===== config.mk =====
export PLATFORM = sky130hd
export DESIGN_NAME = uart_rx
export DESIGN_NICKNAME = d
export VERILOG_FILES = /design/src/rtl/uart_rx.sv
export SDC_FILE = /design/constraint.sdc
export NUM_CORES = 1
export LEC_CHECK = 0
export BUFFER_PORTS_ARGS = -buffer_cell sky130_fd_sc_hd__buf_4
export CAP_MARGIN = 30
export CORE_MARGIN = 1
export CORE_UTILIZATION = 25
export DETAILED_ROUTE_END_ITERATION = 8
export SYNTH_ARGS = -nofsm -noshare
export SYNTH_HDL_FRONTEND = slang
export SYNTH_SLANG_ARGS = --single-unit

===== constraint.sdc =====
create_clock -name i_CLK -period 2.4 [get_ports i_CLK]
set_input_delay 0.36 -clock i_CLK [delete_from_list [all_inputs] [get_ports i_CLK]]
set_output_delay 0.36 -clock i_CLK [all_outputs]
set_load 0.005 [all_outputs]

===== src/rtl/uart_rx.sv =====
`timescale 1ns/1ps
`default_nettype none
// ============================================================================
//  Module   : uart_rx
//  Purpose  : 8N1 serial byte receiver. Samples the line at mid-bit, delivers
//             framed bytes with a one-cycle ready strobe, flags bad stop bits
//             and keeps a saturating framing-error count.
//  Revision : 1.0  initial release
// ============================================================================
module uart_rx #(
    parameter int CLKS_PER_BIT = 868
) (
    input  logic       i_CLK,
    input  logic       i_RST_N,
    input  logic       i_EN,
    input  logic       i_RXD,
    output logic [7:0] o_RX,
    output logic       o_RX_READY,
    output logic       o_FRAME_ERR,
    output logic       o_BUSY,
    output logic [7:0] o_ERR_CNT
);

    localparam int              c_CW      = $clog2(CLKS_PER_BIT);
    localparam int              c_HALF    = CLKS_PER_BIT / 2;
    localparam logic [c_CW-1:0] c_HALF_M1 = c_CW'(c_HALF - 1);
    localparam logic [c_CW-1:0] c_BIT_M1  = c_CW'(CLKS_PER_BIT - 1);
    localparam logic [c_CW-1:0] c_CNT_ONE = c_CW'(1);

    localparam logic [2:0] c_ST_IDLE  = 3'd0;
    localparam logic [2:0] c_ST_START = 3'd1;
    localparam logic [2:0] c_ST_DATA  = 3'd2;
    localparam logic [2:0] c_ST_STOP  = 3'd3;
    localparam logic [2:0] c_ST_BREAK = 3'd4;

    logic            r_rx_meta;
    logic            r_rxs;
    logic            r_rxs_d;
    logic [1:0]      r_prime;
    logic [2:0]      r_state;
    logic [c_CW-1:0] r_cnt;
    logic [2:0]      r_bit;
    logic [7:0]      r_shift;
    logic [7:0]      r_rx;
    logic            r_ready;
    logic            r_ferr;
    logic [7:0]      r_err_cnt;
    logic            w_primed;
    logic            w_start;

    // The sync flops reset high, so their first few values after reset are
    // not real line samples. r_prime counts until rxs_d holds a genuine
    // sample; until then no falling edge is believed. This keeps a line that
    // is held low across reset release from looking like a start bit.
    assign w_primed = (r_prime == 2'd3);
    assign w_start  = w_primed && r_rxs_d && !r_rxs;

    // Two-flop synchronizer, edge-detect delay and post-reset priming counter.
    always_ff @(posedge i_CLK or negedge i_RST_N) begin
        if (!i_RST_N) begin
            r_rx_meta <= 1'b1;
            r_rxs     <= 1'b1;
            r_rxs_d   <= 1'b1;
            r_prime   <= 2'd0;
        end else begin
            r_rx_meta <= i_RXD;
            r_rxs     <= r_rx_meta;
            r_rxs_d   <= r_rxs;
            if (!w_primed) begin
                r_prime <= r_prime + 2'd1;
            end
        end
    end

    // Receive FSM: mid-bit sampling, byte assembly, strobes and error count.
    always_ff @(posedge i_CLK or negedge i_RST_N) begin
        if (!i_RST_N) begin
            r_state   <= c_ST_IDLE;
            r_cnt     <= '0;
            r_bit     <= 3'd0;
            r_shift   <= 8'h00;
            r_rx      <= 8'h00;
            r_ready   <= 1'b0;
            r_ferr    <= 1'b0;
            r_err_cnt <= 8'h00;
        end else begin
            r_ready <= 1'b0;
            r_ferr  <= 1'b0;
            if (!i_EN) begin
                // Drop any frame in progress; received byte and count persist.
                r_state <= c_ST_IDLE;
                r_cnt   <= '0;
                r_bit   <= 3'd0;
                r_shift <= 8'h00;
            end else begin
                case (r_state)
                    c_ST_IDLE: begin
                        if (w_start) begin
                            r_state <= c_ST_START;
                            r_cnt   <= '0;
                        end
                    end
                    c_ST_START: begin
                        if (r_cnt == c_HALF_M1) begin
                            r_cnt   <= '0;
                            r_bit   <= 3'd0;
                            r_state <= r_rxs ? c_ST_IDLE : c_ST_DATA;
                        end else begin
                            r_cnt <= r_cnt + c_CNT_ONE;
                        end
                    end
                    c_ST_DATA: begin
                        if (r_cnt == c_BIT_M1) begin
                            r_cnt   <= '0;
                            r_shift <= {r_rxs, r_shift[7:1]};
                            r_bit   <= r_bit + 3'd1;
                            if (r_bit == 3'd7) begin
                                r_state <= c_ST_STOP;
                            end
                        end else begin
                            r_cnt <= r_cnt + c_CNT_ONE;
                        end
                    end
                    c_ST_STOP: begin
                        if (r_cnt == c_BIT_M1) begin
                            r_cnt <= '0;
                            if (r_rxs) begin
                                // Leaving at mid-stop-bit lets a start bit
                                // that follows with no idle gap be caught.
                                r_rx    <= r_shift;
                                r_ready <= 1'b1;
                                r_state <= c_ST_IDLE;
                            end else begin
                                r_ferr <= 1'b1;
                                if (r_err_cnt != 8'hFF) begin
                                    r_err_cnt <= r_err_cnt + 8'd1;
                                end
                                r_state <= c_ST_BREAK;
                            end
                        end else begin
                            r_cnt <= r_cnt + c_CNT_ONE;
                        end
                    end
                    c_ST_BREAK: begin
                        if (r_rxs) begin
                            r_state <= c_ST_IDLE;
                        end
                    end
                    default: begin
                        r_state <= c_ST_IDLE;
                    end
                endcase
            end
        end
    end

    assign o_RX        = r_rx;
    assign o_RX_READY  = r_ready;
    assign o_FRAME_ERR = r_ferr;
    assign o_BUSY      = (r_state != c_ST_IDLE);
    assign o_ERR_CNT   = r_err_cnt;

endmodule
`default_nettype wire


==> results.ini <==
[status]
outcome = complete, no violations

[clock_tree]
ctsResizeCount = 0
cts_tree = built
path_clk_slew_ps = 90
cts-htree-levels = 2
clkLatencyLatePin_ps = 310
clock_sinks = 47
cts-root-buf = clkbuf_8
ctsHoldBuffers = 0
numCtsBuffers = 5
cts_buffer_depth = 2
post_cts_buffers = 0

[layout]
nets = 239
final_area_sq_um = 2660
drive_above_1_share = 0.265
layout_common_cells = dfrtp_1, buf_4, nand2_1
finish.utilization = 0.307
syn2layout_area_growth_pct = 19.2
regArea_sq_um = 1180
final_common_cell = dfrtp_1
fillCellCount = 896
multi_input_area_sq_um = 1020
insertedDiodeCount = 0

[floorplan]
die_x_um = 96.5
core_area_sq_um = 8680
ios = 23
rows = 34
fp.dieArea_sq_um = 9310
initial_utilization = 0.257
die_h_um = 96.5

[critical_path]
r2r_cells = 5
worstReg2RegStart = r_cnt[2]
cp.arrival_ps = 2360
crit_path_start_kind = flop
critPathKind = flop to flop
critPathMaxFanout = 5
r2r_end = r_state[0]
worst_ep_required_time_ps = 2600
crit_path_end_kind = flop
regToRegSetupSlack_ps = 240

[synthesis]
synth_top_family_by_area = simple AND/OR/NAND/NOR gates
synth-xor-area-share = 0.0353
synth-simple-area-share = 0.210
synth_compound_area_frac = 0.115
synthMuxAreaShare = 0.0605
ys_seq_area_frac = 0.529
synth_area_sq_um = 2230
ys_warn_count = 0
synth_edf_count = 0
synth.avg_cell_area_sq_um = 11.2
ys_seq_elements = 47
synth.distinct_cells = 42
synthArstFlopShare = 1.00
synth_ff_type = dfrtp_1
syn_inst = 200
synth-adder-area-share = 0.0336
synth_fp_nets = 210

[sta]
final-hold-violation-count = 0
post-route-period-util = 0.900
setup_slack_ps = 240
finalSetupTns_ps = 0
tightest_slew_ps = 600
relSlewSlack = 0.599
fin_skew_ps = 7.61
setup_viol = 0
grt_setup_unrepaired = no
slew_violations = 0
max_freq_ghz = 0.463
fin_crit_ps = 2160

[grt]
track_usage = 0.101
antenna_found_initial = 0
grt_pass1_wl_um = 7190
grt_pass1_vias = 1534
grt-ovfl-total = 0
grt_max_degree = 48

[detailed_routing]
drtIter0Drc = 121
ant_nets = 0
routed_wl_um = 4290
vias_per_cell = 4.70
drc = 0
via_count = 1588
drt_first_pass_iters = 4
wire_per_inst_um = 12.7

[place]
place.gp.congestion = 0.783
placed_area_sq_um = 2540
hpwlAfterDp_um = 2980
place_ws_ps = 280
port_buffers = 22

[pwr]
vdd_drop_max_v = 0.000254
power_leakage_nw = 1.21
pwr_density_cell_nw_per_um2 = 670
p_total_mw = 1.78

[job]
drv_cap = 0

[min_path]
hold_class = primary input to async pin

==> synth_stat cells, types with 2 or more instances <==
library cell / count / area (sq um)
dfrtp_1: 44 / 1100
nand2_1: 25 / 93.8
mux2_2: 12 / 135
nor2_1: 10 / 37.5
o21ai_0: 10 / 50.1
a22o_1: 8 / 70.1
nand3_1: 7 / 35.0
ha_1: 6 / 75.1
nand2b_1: 6 / 37.5
nand4_1: 6 / 37.5
or3_1: 6 / 37.5
inv_1: 5 / 18.8
or2_2: 5 / 31.3
xnor2_1: 5 / 43.8
nor3_1: 4 / 20.0
xor2_1: 4 / 35.0
a21oi_1: 3 / 15.0
a31oi_1: 3 / 18.8
dfstp_2: 3 / 78.8
buf_2: 2 / 10.0
clkbuf_1: 2 / 7.51
nand3b_1: 2 / 15.0
nor3_4: 2 / 32.5
o22ai_1: 2 / 12.5
==> final cells by class <==
cell class | count | share of cell area
Tap cell | 108 | 0.0508
Sequential cell | 47 | 0.444
Inverter | 5 | 0.00706
Clock inverter | 3 | 0.0174
Clock buffer | 5 | 0.0259
Multi-Input combinational cell | 144 | 0.382
Timing Repair Buffer | 26 | 0.0734
==> critical path, cell delays in order, from the launching register on <==
cell and delay, ps:
dfrtp_1 420, or3b_4 440, nor3_1 390, nor3_1 100, a311oi_1 320, mux2_2 370
==> metrics by stage <==
stage / hold WS (ps) / cells
3_5_place_dp: 347 / 330
3_3_place_gp: 346 / 330
4_1_cts: 74.5 / 338
5_1_grt: 91.6 / 338
6_report: 44.2 / 338
2_1_floorplan: 64.4 / 200
==> flip-flops by register name, summed over array words and instances, names as in the netlist <==
register and cells:
r_cnt 10, o_ERR_CNT 8, o_RX 8, r_shift 8
r_bit 3, r_state 3, r_prime 2, o_FRAME_ERR 1
o_RX_READY 1, r_rx_meta 1, r_rxs 1, r_rxs_d 1
==> where the power goes <==
group          internal, mW  switching, mW
combinational         0.130          0.195
sequential            0.824         0.0340
clock                 0.314          0.284
==> kinds of logic (layout without fill, tap and decap cells) <==
logic type / Yosys count / after routing
and+or+nand+nor: 82 / 82
xor gates and xnor gates: 9 / 9
DFF: 47 / 47
buffers and inverters: 9 / 39
AOI/OAI and AO/OA: 35 / 35
muxes: 12 / 12
adders and majority gates: 6 / 6
==> layer usage <==
layer  track usage  vias up  routed length, um
li1              -      783                  -
met1         0.138      767               2180
met2         0.144       33               1820
met3        0.0352        5                225
met4        0.0404        0                 57
met5             0        -                  0
==> worst max-delay path by stage <==
stage          startpoint         end  slack [ps]
3_5_place_dp     r_cnt[2]  r_state[0]         280
3_3_place_gp     r_cnt[2]  r_state[0]         320
4_1_cts          r_cnt[2]  r_state[0]         280
5_1_grt          r_cnt[0]  r_state[0]          70
2_1_floorplan    r_cnt[2]  r_state[0]         410
6_report         r_cnt[2]  r_state[0]         240
Note: power is estimated with default switching activity, not from simulation.
